$ cat src/rtl/uart_rx.sv
// -----------------------------------------------------------------------------
// uart_rx
//
// Oversampling UART receiver. A frame is one start bit (0), WIDTH data bits
// LSB first, an optional parity bit and one stop bit (1); every bit lasts
// `prescale` clocks. Each bit is sampled three times around its middle and
// resolved by majority vote. A received word is presented on P_DATA with a
// single-cycle data_valid strobe only when parity and stop bit both check.
//
// Ports
//   CLK         system clock, `prescale` clocks per serial bit
//   RST         asynchronous active-high reset
//   RX_IN       serial line (already synchronised to CLK), idles high
//   prescale    clocks per bit, even values 6..30
//   PAR_EN      1: frame carries a parity bit after the data
//   PAR_TYP     parity type, 0 = even, 1 = odd
//   P_DATA      last correctly received word (registered)
//   data_valid  one-cycle strobe marking a new P_DATA
//
// prescale, PAR_EN and PAR_TYP are captured on the start edge and held for the
// whole frame, so changing them mid-frame only affects the next frame.
// -----------------------------------------------------------------------------
module uart_rx #(
  parameter int WIDTH = 8
) (
  input  logic             CLK,
  input  logic             RST,
  input  logic             RX_IN,
  input  logic [4:0]       prescale,
  input  logic             PAR_EN,
  input  logic             PAR_TYP,
  output logic [WIDTH-1:0] P_DATA,
  output logic             data_valid
);

  localparam int BW = (WIDTH > 1) ? $clog2(WIDTH) : 1;
  localparam logic [BW-1:0] LAST_BIT = BW'(WIDTH - 1);

  typedef enum logic [2:0] {IDLE, START, DATA, PARITY, STOP} state_t;

  state_t           state, state_nxt;
  logic [4:0]       edge_cnt;
  logic [BW-1:0]    bit_cnt;
  logic [4:0]       pre_q;
  logic             par_en_q, par_typ_q;
  logic             samp_lo, samp_mid;
  logic [WIDTH-1:0] shreg;
  logic             par_err, stop_err;

  // Per-bit timing, derived from the prescale value latched for this frame.
  logic [4:0] half;
  logic       last_edge, samp_lo_edge, samp_mid_edge, resolve_edge;
  logic       bit_val;

  assign half          = {1'b0, pre_q[4:1]};
  assign last_edge     = (edge_cnt == pre_q - 5'd1);
  assign samp_lo_edge  = (edge_cnt == half - 5'd1);
  assign samp_mid_edge = (edge_cnt == half);
  assign resolve_edge  = (edge_cnt == half + 5'd1);

  // Majority of the samples at edges h-1, h and the live value at edge h+1.
  assign bit_val = (samp_lo & samp_mid) | (samp_lo & RX_IN) | (samp_mid & RX_IN);

  logic start_glitch, frame_done;

  // NOTE: every signal assigned in always_comb gets a default first, so no
  // path through the case statement can leave it unassigned and infer a latch.
  always_comb begin
    state_nxt    = state;
    start_glitch = 1'b0;
    frame_done   = 1'b0;
    case (state)
      IDLE:   if (!RX_IN) state_nxt = START;
      START: begin
        if (resolve_edge && bit_val) begin
          start_glitch = 1'b1;
          state_nxt    = IDLE;
        end else if (last_edge) begin
          state_nxt = DATA;
        end
      end
      DATA:   if (last_edge && bit_cnt == LAST_BIT)
                state_nxt = par_en_q ? PARITY : STOP;
      PARITY: if (last_edge) state_nxt = STOP;
      STOP: begin
        if (last_edge) begin
          frame_done = 1'b1;
          state_nxt  = IDLE;
        end
      end
      default: state_nxt = IDLE;
    endcase
  end

  // NOTE: sequential state uses non-blocking assignments so every register
  // updates from the values present before the clock edge.
  always_ff @(posedge CLK or posedge RST) begin
    if (RST) state <= IDLE;
    else     state <= state_nxt;
  end

  always_ff @(posedge CLK or posedge RST) begin
    if (RST) begin
      edge_cnt   <= '0;
      bit_cnt    <= '0;
      pre_q      <= 5'd8;
      par_en_q   <= 1'b0;
      par_typ_q  <= 1'b0;
      samp_lo    <= 1'b1;
      samp_mid   <= 1'b1;
      shreg      <= '0;
      par_err    <= 1'b0;
      stop_err   <= 1'b0;
      P_DATA     <= '0;
      data_valid <= 1'b0;
    end else begin
      data_valid <= 1'b0;

      if (state == IDLE) begin
        // The clock that first sees the line low is edge 0 of the start bit.
        if (!RX_IN) begin
          edge_cnt  <= 5'd1;
          pre_q     <= prescale;
          par_en_q  <= PAR_EN;
          par_typ_q <= PAR_TYP;
          bit_cnt   <= '0;
          par_err   <= 1'b0;
          stop_err  <= 1'b0;
        end else begin
          edge_cnt <= '0;
        end
      end else begin
        if (start_glitch || last_edge) edge_cnt <= '0;
        else                           edge_cnt <= edge_cnt + 5'd1;

        if (samp_lo_edge)  samp_lo  <= RX_IN;
        if (samp_mid_edge) samp_mid <= RX_IN;

        case (state)
          DATA: begin
            if (resolve_edge) shreg <= {bit_val, shreg[WIDTH-1:1]};
            if (last_edge)    bit_cnt <= (bit_cnt == LAST_BIT) ? '0 : bit_cnt + 1'b1;
          end
          PARITY: if (resolve_edge) par_err <= (bit_val != ((^shreg) ^ par_typ_q));
          STOP:   if (resolve_edge) stop_err <= ~bit_val;
          default: ;
        endcase

        // The stop error is resolved at edge h+1, well before the last edge.
        if (frame_done && !par_err && !stop_err) begin
          P_DATA     <= shreg;
          data_valid <= 1'b1;
        end
      end
    end
  end

endmodule

$ cat config.mk
export PLATFORM = sky130hd
export DESIGN_NAME = uart_rx
export DESIGN_NICKNAME = d
export VERILOG_FILES = /design/src/rtl/uart_rx.sv
export SDC_FILE = /design/constraint.sdc
export NUM_CORES = 1
export LEC_CHECK = 0
export CORE_UTILIZATION = 50
export CTS_BUF_LIST = sky130_fd_sc_hd__clkbuf_8 sky130_fd_sc_hd__clkbuf_16
export CTS_CLUSTER_SIZE = 8
export DETAILED_ROUTE_END_ITERATION = 16
export PLACE_DENSITY_LB_ADDON = 0.05
export SLEW_MARGIN = 20
export SYNTH_ARGS = -nofsm -noshare
export SYNTH_HDL_FRONTEND = slang
export SYNTH_SLANG_ARGS = --single-unit
export TNS_END_PERCENT = 10
$ cat constraint.sdc
create_clock -name CLK -period 2.9 [get_ports CLK]
set_input_delay 0.58 -clock CLK [delete_from_list [all_inputs] [get_ports CLK]]
set_output_delay 0.58 -clock CLK [all_outputs]
set_load 0.05 [all_outputs]
After elaboration in Yosys (flattened, before gate mapping)
Cells that the tools add are included.
{"block": "classes", "add_sub_neg": 5, "eq_ne": 15, "muxes": 29, "bitwise": 9, "reduce_logical": 23}
{"cell": "3-bit two-way mux", "n": 12}
{"cell": "5-bit == test", "n": 3}
{"cell": "3-bit case mux with 5 select lines", "n": 1}
{"cell": "1-bit two-way mux", "n": 14}
{"cell": "3-bit AND reduction", "n": 4}
{"cell": "5-bit two-way mux", "n": 2}
{"cell": "2-bit nonzero test", "n": 5}
{"cell": "2-bit != test (second input constant)", "n": 4}
{"cell": "2-bit AND reduction", "n": 4}
{"cell": "8-bit parity", "n": 1}
{"cell": "3-bit by 2-bit == test with 1-bit output (second input constant)", "n": 2}
{"cell": "3-bit == test (second input constant)", "n": 2}
{"cell": "4-bit by 1-bit adder with 5-bit output (second input constant)", "n": 1}
{"cell": "5-bit by 1-bit adder with 5-bit output (second input constant)", "n": 1}
{"cell": "5-bit by 4-bit == test with 1-bit output", "n": 1}
{"cell": "5-bit AND reduction", "n": 1}
{"cell": "4-bit by 1-bit subtractor with 5-bit output (second input constant)", "n": 1}
{"cell": "5-bit by 1-bit subtractor with 5-bit output (second input constant)", "n": 1}
{"cell": "1-bit logical AND", "n": 4}
{"cell": "3-bit by 1-bit adder with 3-bit output (second input constant)", "n": 1}
{"cell": "1-bit AND", "n": 3}
{"cell": "3-bit by 1-bit == test with 1-bit output (second input constant)", "n": 1}
{"cell": "3-bit zero test", "n": 1}
{"cell": "3-bit != test (second input constant)", "n": 1}
{"cell": "other kinds (6)", "n": 10}
{"block": "word_totals", "reg_bits": 39, "out_inout_bits": 9, "word_cells": 94}

Longest topological paths before layout
Gate-level depths: netlist (run 1).
{"block": "depth", "depth_word": 9, "depth_mapped": 9, "depth_no_buf": 7}

Worst setup path after synthesis (run 1)
No wires, ideal clock.
{"block": "synth_path", "path_type": "register to register", "startpoint": "register pre_q[2]", "endpoint": "register P_DATA[0]", "arrival_time_ps": 2283, "t_required_ps": 2775, "slack_ps": 492, "stages_incl_launch_ff": 9, "n_path_buf": 1, "period_less_slack_ps": 2408, "cell_sequence": "dfrtp_1 -> buf_2 -> inv_1 -> ha_1 -> a21boi_1 -> xnor2_2 -> o211ai_4 -> nor4_4 -> mux2_4"}
{"block": "synth_via", "elab_chain_len": 7}
{"element": "start: declaration", "line": "44", "text": "logic [4:0] pre_q;"}
{"element": "start signal: assignment", "line": "123", "text": "pre_q <= prescale;"}
{"element": "5-bit by 1-bit subtractor with 5-bit output", "line": "56", "text": "assign last_edge = (edge_cnt == pre_q - 5'd1);"}
{"element": "5-bit == test", "line": "56"}
{"element": "1-bit two-way mux", "line": "86", "text": "if (last_edge) begin"}
{"element": "1-bit two-way mux", "line": "72", "text": "case (state)"}
{"element": "1-bit logical AND (2 in a row)", "line": "150", "text": "if (frame_done && !par_err && !stop_err) begin"}
{"element": "2-bit AND reduction (no line)"}
{"element": "end signal: assignment", "line": "151", "text": "P_DATA <= shreg;"}
{"element": "end: declaration", "line": "32", "text": "output logic [WIDTH-1:0] P_DATA,"}
No other way between the ends.
A chain may end at the register's enable or synchronous reset.

Final worst setup path (run 1)
{"block": "layout_path", "startpoint": "register pre_q[2]", "endpoint": "register shreg[5]"}
{"block": "layout_via", "elab_chain_len": 3}
{"element": "4-bit by 1-bit adder with 5-bit output", "line": "59", "text": "assign resolve_edge = (edge_cnt == half + 5'd1);"}
{"element": "5-bit == test", "line": "59"}
{"element": "3-bit AND reduction (no line)"}
{"element": "end signal: assignment", "line": "141", "text": "if (resolve_edge) shreg <= {bit_val, shreg[WIDTH-1:1]};"}
{"element": "end: declaration", "line": "47", "text": "logic [WIDTH-1:0] shreg;"}
No other way between the ends.

==> run summary, run 1 <==
The clock edge transition at the registers on the reported setup and hold paths is 80 ps. The die span in x was 69.73 um; the synthesized netlist net count was 229. Data on the critical path arrives at its endpoint at 2850 ps.

The library cell used most frequently in the layout, excluding fill and tap cells, is dfrtp_1. The worst setup path is captured at a flip-flop. The tools report the final max-slew violation count as 0. The tools report the core area as 4384 um2. The logs give 4 for the first-pass detailed-route iteration total and 4.513 mm for the total wire length. The library cells used most frequently in the layout, excluding fill and tap cells, are dfrtp_1 (36), nand2_1 (26), clkdlybuf4s50_1 (18). 0 antenna diodes ended up in the layout. The count of state elements after synthesis was 39; the count of H-tree levels built during CTS was 2. The placed wire-length estimate is 3.221 mm. The gate count after technology mapping was 212; the shortest clock period the worst path allows after layout was 2665 ps.

The most used flip-flop cell after synthesis was dfrtp_1. For the via count of the first global-routing pass, the log shows 1628. Across the routed clock network, the largest skew measured is 3.339 ps.

For the pin with the worst max-slew slack, the measured transition is 731.6 ps. TritonCTS built the clock tree. Cell internal power was estimated by the tool at 1.421 mW. The share of synthesized area occupied by flip-flops and latches was 42.72%; the post-detailed-route count of antenna-violating nets was 0. In the final design database the tool counted 249 nets. Combinational logic burns 48.3% of the power. The fraction of power consumed by sequential logic is 36.9%, and the mean instance size in the synthesized netlist is 10.82 um2. In the routed design, unresolved DRC markers number 0. Summing over every cut layer, the via total after detailed routing is 1587. The run gives 8.038 mm as the first-pass GRT wire length. After detailed routing, the number of vias per cell comes to 5.568.

The number of buffers on the longest clock path is 2, and the fraction of power consumed by the clock network is 14.8%. In this run, synthesis inferred 0 flip-flops with an integrated enable. For the total negative setup slack, the log shows 0 ps. The worst path meets setup with 235.4 ps of slack. The maximum fanout along the worst path came out at 9. Summed over all nets, the switching power comes to 1.075 mW. Starting density of the core: 52.31%. The number of buffers inserted by port buffering came out at 18.

After clock tree synthesis, the flow added hold-fix buffers numbering 0. The total of max-cap violations was 0. The later pin in the worst-skew pair is clocked with a latency of 300 ps.

Worst IR drop on VDD: 0.6717 mV. Compared with the post-synthesis result, the final layout area differs by 13.86%. Average wire per cell in the routed design: 15.84 um. Setup repair after global routing left no endpoint under its margin. The fraction of final layout cells sized beyond drive strength 1 was 16.74%.

For the number of design-rule violations left by the first detailed-router iteration, the log shows 75. At the end of routability-driven placement, the weighted congestion stood at 0.9076. The endpoint required time on the critical path is 3090 ps, and the reg2reg setup slack is 240 ps. The number of hold violations in the final report came out at 0.

Dividing the final minimum period by the clock period gives 91.88%. The clock tree root driver cell was clkbuf_8. The number of synthesis warnings came out at 0. The floorplan has 24 rows. The floorplan step defined a die boundary enclosing 4862 um2. Timing would allow up to 0.3753 GHz.

The category of the critical setup timing path was flip-flop to flip-flop. Clock tree synthesis found a total of 39 sinks. Category of the worst setup path launch point: a flip-flop.

The tools report the residual overflow from global routing as 0. Traced cell by cell, the critical path runs through ha_1 > or3b_1 > a21oi_1 > o2111ai_1 > or3_1 > mux2_4. The tools report the netlist area before placement as 2293 um2.

Buffer count from post-CTS setup fixing: 0. The min-delay analysis places its worst path in the category flip-flop to flip-flop. The die is 69.73 um tall. The number of antenna violations at the first check in global routing is 0. The worst setup slack after placement was 258.9 ps; the number of top-level pins was 19. In this run the static leakage power is 1.221 nW. After synthesis, the share of flip-flops with an asynchronous set or reset is 100.0%. The pin count of the biggest net entering global routing is 40. The run finished with clean final reports. The power per cell area is 955.8 nW/um2. The total CTS buffers is 5, and the final setup violation count is 0. Counting distinct cell types in the post-synthesis netlist gives 50.

The logs give 51.05% for the worst relative slew slack and 370 for the number of fill cells in the layout. For this run, the slowest stage of the critical path takes 590 ps. The slowest library cell on the worst path is or3_1. For the post-cts sizing count, the log shows 0. Global routing used 21.16% of the available tracks across all layers.

Net switching is 43.07% of the power.
-- path summary, 6_finish.rpt --
kind,start,to,depth (start not counted)
min reg2reg,par_typ_q,par_typ_q,2
min,par_typ_q,par_typ_q,2
min in group asynchronous,RST,edge_cnt[1],3
max reg2reg,pre_q[2],shreg[5],6
max,pre_q[2],shreg[5],6
max in group asynchronous,RST,pre_q[3],3
-- cell type report --
class | instances | area [um2] | share of cell area, %
Inverter | 9 | 33.78 | 1.294
Clock buffer | 5 | 68.82 | 2.635
Sequential cell | 39 | 979.7 | 37.52
Multi-Input combinational cell | 155 | 1234 | 47.24
Tap cell | 52 | 65.06 | 2.492
Timing Repair Buffer | 22 | 210.2 | 8.050
Clock inverter | 3 | 20.02 | 0.7667
-- routing by layer --
metal	global-route usage, %	part of all wire (%)	vias up
li1	-	-	771
met2	32.69	46	31
met5	0	0	-
met4	6.444	1.7	0
met3	5.523	3.9	10
met1	29.30	49	775
-- power groups by stage --
stage / Clock, mW / Sequential (mW) / Combinational (mW)
6_report: 0.369 / 0.922 / 1.20
5_1_grt: 0.401 / 0.949 / 1.33
4_1_cts: 0.377 / 0.919 / 1.20
3_5_place_dp: 0 / 0.929 / 1.19
3_3_place_gp: 0 / 0.912 / 1.16
2_1_floorplan: 0 / 0.847 / 0.993
-- logic make-up (layout without fill, tap and decap cells) --
| family | count (synthesis) | in the layout | share of synthesized area, % |
|---|---|---|---|
| simple gates | 68 | 68 | 15.39 |
| buf+inv | 18 | 39 | 3.491 |
| xor+xnor | 27 | 27 | 10.97 |
| compound gates | 29 | 29 | 9.548 |
| flops | 39 | 39 | 42.72 |
| fa+ha+maj | 8 | 8 | 4.255 |
| mux | 23 | 23 | 13.64 |
-- Yosys cell counts, drive strengths merged, types with 6 or more instances --
cell	count	area share (%)
dfrtp	36	39
ha	7	3.8
inv	9	1.5
mux2	18	11
nand2	26	4.3
nor2	12	2.0
nor3	6	1.3
o21ai	12	2.6
xnor2	13	5.3
xor2	14	5.7
-- metrics by stage --
stage | util, % | hold slack [ps] | instance area [um2] | std cells | power [mW]
2_1_floorplan | - | 463.5 | 2293 | 212 | 1.840
3_3_place_gp | 57.53 | 483.6 | 2522 | 277 | 2.075
3_5_place_dp | 57.53 | 492.6 | 2522 | 277 | 2.121
4_1_cts | 59.56 | 512.2 | 2611 | 285 | 2.500
5_1_grt | 59.56 | 537.8 | 2611 | 285 | 2.682
6_report | 59.56 | 506.4 | 2611 | 285 | 2.496
-- state kept, by name (all words and copies together) (netlist names) --
name,cells
state,3
par_err,1
pre_q,5
par_en_q,1
shreg,8
data_valid,1
par_typ_q,1
bit_cnt,3
edge_cnt,5
samp_lo,1
samp_mid,1
P_DATA,8
stop_err,1
-- worst max-delay path, delay by kind of cell, from the launching register on --
kind	cells	cell delay, ps
multiplexers	1	380
AND/OR/NAND/NOR	2	950
AO/OA/AOI/OAI	2	410
flip-flops	1	530
adder cells (fa/ha/maj)	1	280
Note: power is estimated with default switching activity, not from simulation.
==> inputs of run 2 (changes only) <==
- HOLD_SLACK_MARGIN: not set -> 0.03
- clock period: 2.9 -> 2.8 ns (I/O delays scaled with it)
==> run 2 against run 1 <==
Compared with the run above:
- design area up 1.1%
- first-iteration DRC count fell by 19%
- fmax up 8.1%
- power is 6.5% higher
- register-to-register slack better by 100 ps
- critical endpoint unchanged
- global-route usage down 1.0 points
==> run summary, run 2 (synthesized netlist as in run 1, its figures left out) <==
The run gives 0 as the number of antenna violations at the first check in global routing. For the number of buffers on the longest clock path, the log shows 2. The routed layout has 1572 vias. The number of hold violations in the final report is 0.

Clock-pin slew was measured on the worst setup and hold paths at 80 ps. The starting density of the core was 52.31%. The worst-skew pair later-pin latency was 300 ps.

On the worst path, the slowest cell contributes a delay of 510 ps. The category of the worst setup path launch point was a flip-flop. In the layout the commonest cells are dfrtp_1 (36), nand2_1 (26), clkdlybuf4s50_1 (18).

Kind of cell with the highest combined delay on the critical path: simple AND/OR/NAND/NOR gates. The clock arrives with 9.593 ps of skew. The critical path goes through ha_1 > or3b_1 > a21oi_1 > o2111ai_1 > or3_4 > mux2_4. For the worst setup path, the data arrival time is 2650 ps. Summed over all layers, the global routing overflow is 0. The flow ran to the end, and the final reports show no timing, DRC or antenna violations. TritonCTS built the clock tree. Setup violations remaining at the end of the flow were counted as 0. CTS placed an instance of clkbuf_8 at the clock tree root. The worst path uses 88.02% of the clock period.

The total CTS buffers was 5. The count of H-tree levels built during CTS is 2. Via count of the first global-routing pass: 1585.

Timing would allow up to 0.4058 GHz. Routability-driven placement finished with a final weighted congestion of 0.9316. STA classifies the critical path endpoint as a flip-flop.

The largest registers in the layout are P_DATA: 8 flops, shreg: 8 flops. Across all register-to-register paths, the minimum setup slack is 340 ps. The die is 69.73 um tall.

The first-pass detailed-route iteration total was 4; the number of design-rule violations left by the first detailed-router iteration was 61. The number of rows in the core area was 24. The slowest library cell on the worst path was dfrtp_1.

Setup repair after global routing left no endpoint under its margin. The count of buffers added on input and output ports is 18. Max-cap violations in this run came to 0. The buffer count from post-CTS setup fixing was 0.

After detailed placement, the total cell area comes to 2522 um2. Leaving out fill and tap cells, the most frequent cell in the layout is dfrtp_1. For this run, the total global-route usage over all layers was measured as 20.16%. Start of the worst register-to-register path: pre_q[2]. The number of antenna diodes in the final layout is 0. In this run, placement finished with an instance count of 277. The number of top-level pins is 19, and the cell depth of the worst flop-to-flop path is 6. The final max-slew violation count is 0. The path category of the worst min-delay check is flip-flop to flip-flop.

The buffers plus inverters on the worst setup path was 0. The average via count per standard cell is 5.516. Counting buffers and inverters, the worst setup path is 6 cells deep. Detailed placement finished with a half-perimeter wire length of 3.070 mm. The total of hold buffers inserted after clock tree synthesis came out at 0. The first global-routing pass estimated 7.610 mm of wire. The run gives 2640 um2 as the area of all placed cells without fillers.

The number of fill cells in the layout is 366, and the area added between synthesis and finish is 15.11%. Tracing the worst setup path back leads to its startpoint at pre_q[2]. The net count of the finished layout is 249. The smallest clock period supported by the final layout is computed as 2465 ps.

Dividing the detail-routed wire length by the instance count gives 15.10 um. The measured slew at the worst slew-check pin is 671.1 ps, and the total power draw is 2.659 mW. The worst-case IR drop observed on VDD is 0.4811 mV. On the final layout, the worst hold slack is 502.2 ps.

The reg-to-reg critical path endpoint is shreg[5]. Full die area: 4862 um2. Along the worst path, the maximum fanout reaches 9. In this run, post-CTS repair resized a total of 0 instances.

In this run the horizontal extent of the chip is 69.73 um. The residual DRC count is 0, and the worst relative slew slack is 55.10%. The run gives 4.304 mm as the total wire length. Entering global routing, the biggest net connects 40 pins. For this design, the sink count on the clock tree is 39. The category of the critical setup timing path was flip-flop to flip-flop. In the final layout, the share of cells above drive strength 1 is 17.17%. The detail route stage leaves a number of antenna-violating nets equal to 0. In this run the static leakage power is 1.241 nW. The power per cell area is 1007 nW/um2. STA puts the critical path data required time at 2990 ps.

The run gives 0 ps as the total negative setup slack. The core area is 4384 um2, and the non-filler instance count after layout is 285. In this run the worst setup path terminates at shreg[5].
[run 2: cell type report]
cell class	instances	area, um2	area share [%]
clock buffer	5	68.82	2.607
inverter	9	33.78	1.280
sequential	39	979.7	37.11
clock inverter	3	43.79	1.659
timing repair buffer	22	210.2	7.962
multi-input combinational	155	1239	46.92
tap	52	65.06	2.464
[run 2: per-stage QoR]
stage          utilization (%)  setup WS [ps]
6_report                 60.22          335.5
5_1_grt                  60.22          172.6
4_1_cts                  60.10          187.6
3_5_place_dp             57.53          186.5
3_3_place_gp             57.53          265.5
2_1_floorplan                -          391.6
[run 2: layer usage]
| metal | track usage (%) | routed length (um) | vias up |
|---|---|---|---|
| li1 | - | - | 765 |
| met1 | 28.15 | 2096 | 766 |
| met2 | 29.99 | 1932 | 35 |
| met3 | 5.233 | 209 | 6 |
| met4 | 8.000 | 65 | 0 |
| met5 | 0 | 0 | - |
[run 2: worst register-to-register path, delay by kind of cell, from the launching register on]
kind | cells | cell delay, ps
multiplexers | 1 | 330
AND/OR/NAND/NOR | 2 | 830
AO/OA/AOI/OAI | 2 | 420
flip-flops | 1 | 510
adder cells (fa/ha/maj) | 1 | 270
[run 2: worst min path at each step]
stage,end,cells past startpoint,startpoint,slack (ps)
2_1_floorplan,par_en_q,2,par_en_q,460
3_3_place_gp,par_typ_q,2,par_typ_q,480
3_5_place_dp,par_typ_q,2,par_typ_q,490
4_1_cts,par_typ_q,2,par_typ_q,510
5_1_grt,P_DATA[6],1,P_DATA[6],530
6_report,par_typ_q,2,par_typ_q,500
[run 2: power by group]
| group | internal [mW] | leakage (nW) | switching [mW] |
|---|---|---|---|
| Sequential | 0.725 | 0.515 | 0.225 |
| Combinational | 0.574 | 0.668 | 0.668 |
| Clock | 0.265 | 0.0581 | 0.202 |
==> inputs of run 3 (changes only) <==
- clock period: 2.8 -> 2 ns (I/O delays scaled with it)
==> run 3 against run 2 <==
Compared with the run above:
- the run now ends with negative setup slack left
- wire length grew 15%
- utilization grew 7.4 points
- via count grew 7.8%
- sequential cell count is the same
- non-clock buffer count grew 27
- largest cell class unchanged
- critical endpoint is now shreg[7]
- combinational power grew 110%
- design area grew 12%
- setup slack lost 540 ps
==> run summary, run 3 (synthesized netlist as in run 1, its figures left out) <==
The number of antenna violations at the first check in global routing was 0; the floorplan die height was 69.73 um. The via count of the first global-routing pass came out at 1798. For this run, the detailed router's first-pass iteration total came to 4. Category of the worst setup path launch point: a flip-flop.

Final setup violation count: 24. The checks that failed: negative setup slack. The analysis attributes to cell leakage a power of 1.388 nW.

The total CTS buffers is 5, and the non-filler instance count after layout is 312. In this run the most used layer during global routing was met2. For this run, the top clock speed supported by timing is 0.4546 GHz.

For the endpoint required time on the critical path, the log shows 2180 ps. The routed design could run at a clock period as short as 2200 ps. The post-route core utilization was 67.58%; the number of rows in the core area was 24. Worst-skew pair later-pin latency: 290 ps. The part of the power in combinational logic came out at 59.6%. The tools report the worst relative slew slack as 66.56%.

The total of max-cap violations was 0. For the number of hold violations in the final report, the log shows 0. Summed over all layers, the global routing overflow is 0. The floorplan step set the die width to 69.73 um. For the number of vias after detailed routing, the log shows 1694. The library cells used most frequently in the layout, excluding fill and tap cells, are dfrtp_1 (36), nand2_1 (26), buf_4 (26). In the final routed layout, each cell accounts on average for 15.91 um. The largest registers in the layout are P_DATA: 8 flops, shreg: 8 flops. The critical path is of the flip-flop to flip-flop type. Summed over all nets, the half-perimeter wirelength after detailed placement is 3.688 mm. The congestion estimate from routability-driven global placement came to 0.8717. Residual DRC count: 0. In this run the power density over the cells is 1473 nW/um2. The power spent charging and discharging nets is 1.800 mW. The region available for standard cell placement spans 4384 um2. The net count of the finished layout is 276. TritonCTS built the clock tree. Relative to the synthesized area, the layout overhead comes to 29.19%. The most common library cell in the layout ignoring fill and taps is dfrtp_1. The path class of the tightest hold or removal check is primary input to asynchronous set/reset pin. The maximum fanout along the worst path was 8; the fraction of power spent switching nets was 41.26%. Clock-pin slew was measured on the worst setup and hold paths at 80 ps.

The run gives 40 as the pin count of the biggest net entering global routing. Clock tree root driver cell: clkbuf_8. The run gives 8.811 ps as the setup skew after layout.

The flow ran to the end, but the final reports show violations. In the final layout, the share of cells above drive strength 1 is 31.54%. Once the floorplan was initialized, standard cells occupied 52.31% of the core. The data arrival time of the critical path is 2380 ps, and the number of top-level pins is 19. The measured slew at the worst slew-check pin is 500.0 ps, and the average via count per standard cell is 5.429. The cell depth of the worst flop-to-flop path was 7; the total wire length was 4.965 mm. The die covers 4862 um2.

The logs give -199.6 ps for the minimum setup slack in the final design and 12.0% for the fraction of power consumed by the clock network. The H-tree was split into 2 levels. In this run the critical register-to-register path is captured at shreg[7]. For the number of fill cells in the layout, the log shows 338. The overall fraction of global-route tracks in use was 22.35%.

Clock tree synthesis found a total of 39 sinks. The number of placed instances, taps included, is 300. The worst setup path is captured at a flip-flop.

The global routing met1 resource utilization was 29.53%; the reg2reg setup slack was -200 ps. The final worst-path cycle share was 110.0%. The count of nets left with antenna violations once routing finished came out at 0. Setup repair after global routing could not meet its margin everywhere. In this run, post-CTS hold repair placed 0 buffers. The first global-routing pass estimated 8.535 mm of wire. For the final max-slew violation count, the log shows 0.

The share of total power dissipated in sequential elements is 28.5%. In this run the critical register-to-register path is launched from pre_q[1]. Internal power comes to 2.563 mW.

Number of buffers inserted by port buffering: 18. 0 antenna diodes ended up in the layout. For this block, the initial DRC count from the detailed router was 110. For met3 alone, demand over resource in global routing was 5.523%. For met2 alone, demand over resource in global routing was 37.65%. The number of buffers on the longest clock path was 2; the worst IR drop on VDD was 0.9068 mV.
[run 3: power by group through the flow]
stage	Combinational [mW]	Clock (mW)	Sequential [mW]
2_1_floorplan	1.55	0	1.24
3_3_place_gp	2.23	0	1.24
3_5_place_dp	2.29	0	1.26
4_1_cts	2.42	0.542	1.25
5_1_grt	2.82	0.572	1.27
6_report	2.60	0.523	1.24
[run 3: worst max-delay path: stages, from the launching register on]
cell and delay (ps):
dfrtp_1 390, ha_2 200, or3b_4 390, a21oi_4 140, o2111ai_2 130, or3_1 390
buf_6 160, mux2_4 290
[run 3: through the flow]
| stage | setup TNS [ps] | power (mW) | hold WS (ps) | setup WS [ps] | instance area, um2 |
|---|---|---|---|---|---|
| after CTS | -2882 | 4.215 | 516.0 | -218.8 | 2902 |
| after floorplan | -2854 | 2.784 | 463.5 | -187.9 | 2347 |
| after global placement | -2477 | 3.466 | 483.3 | -139.4 | 2759 |
| final | -3298 | 4.363 | 509.1 | -199.6 | 2963 |
| after global routing | -5704 | 4.660 | 534.8 | -268.6 | 2963 |
| after detailed placement | -3357 | 3.546 | 496.2 | -217.8 | 2759 |
[run 3: repair_timing]
| item | CTS | global route |
|---|---|---|
| gates cloned | 0 | 0 |
| setup buffers | 0 | 4 |
| pin swaps | 4 | 7 |
| setup endpoints to repair | 27 | 29 |
| resized for setup | 10 | 6 |
[run 3: metal layers]
layer	up-vias	wire (um)
met5	-	0
met4	0	18
li1	818	-
met3	4	243
met1	822	2236
met2	50	2467
[run 3: cell type report]
cell class / count / area, um2 / share of cell area (%)
inverter: 9 / 36.28 / 1.225
multi-input combinational: 155 / 1353 / 45.65
clock inverter: 3 / 20.02 / 0.6757
sequential: 39 / 979.7 / 33.07
tap: 52 / 65.06 / 2.196
clock buffer: 5 / 68.82 / 2.323
timing repair buffer: 49 / 440.4 / 14.86
[run 3: worst max-delay path by stage]
stage,startpoint,end,slack [ps],depth (start not counted)
floorplan,pre_q[1],shreg[0],-190,7
global placement,pre_q[1],shreg[6],-140,7
detailed placement,pre_q[1],shreg[5],-220,7
CTS,pre_q[1],shreg[7],-220,7
global route,pre_q[1],shreg[7],-270,7
finish,pre_q[1],shreg[7],-200,7
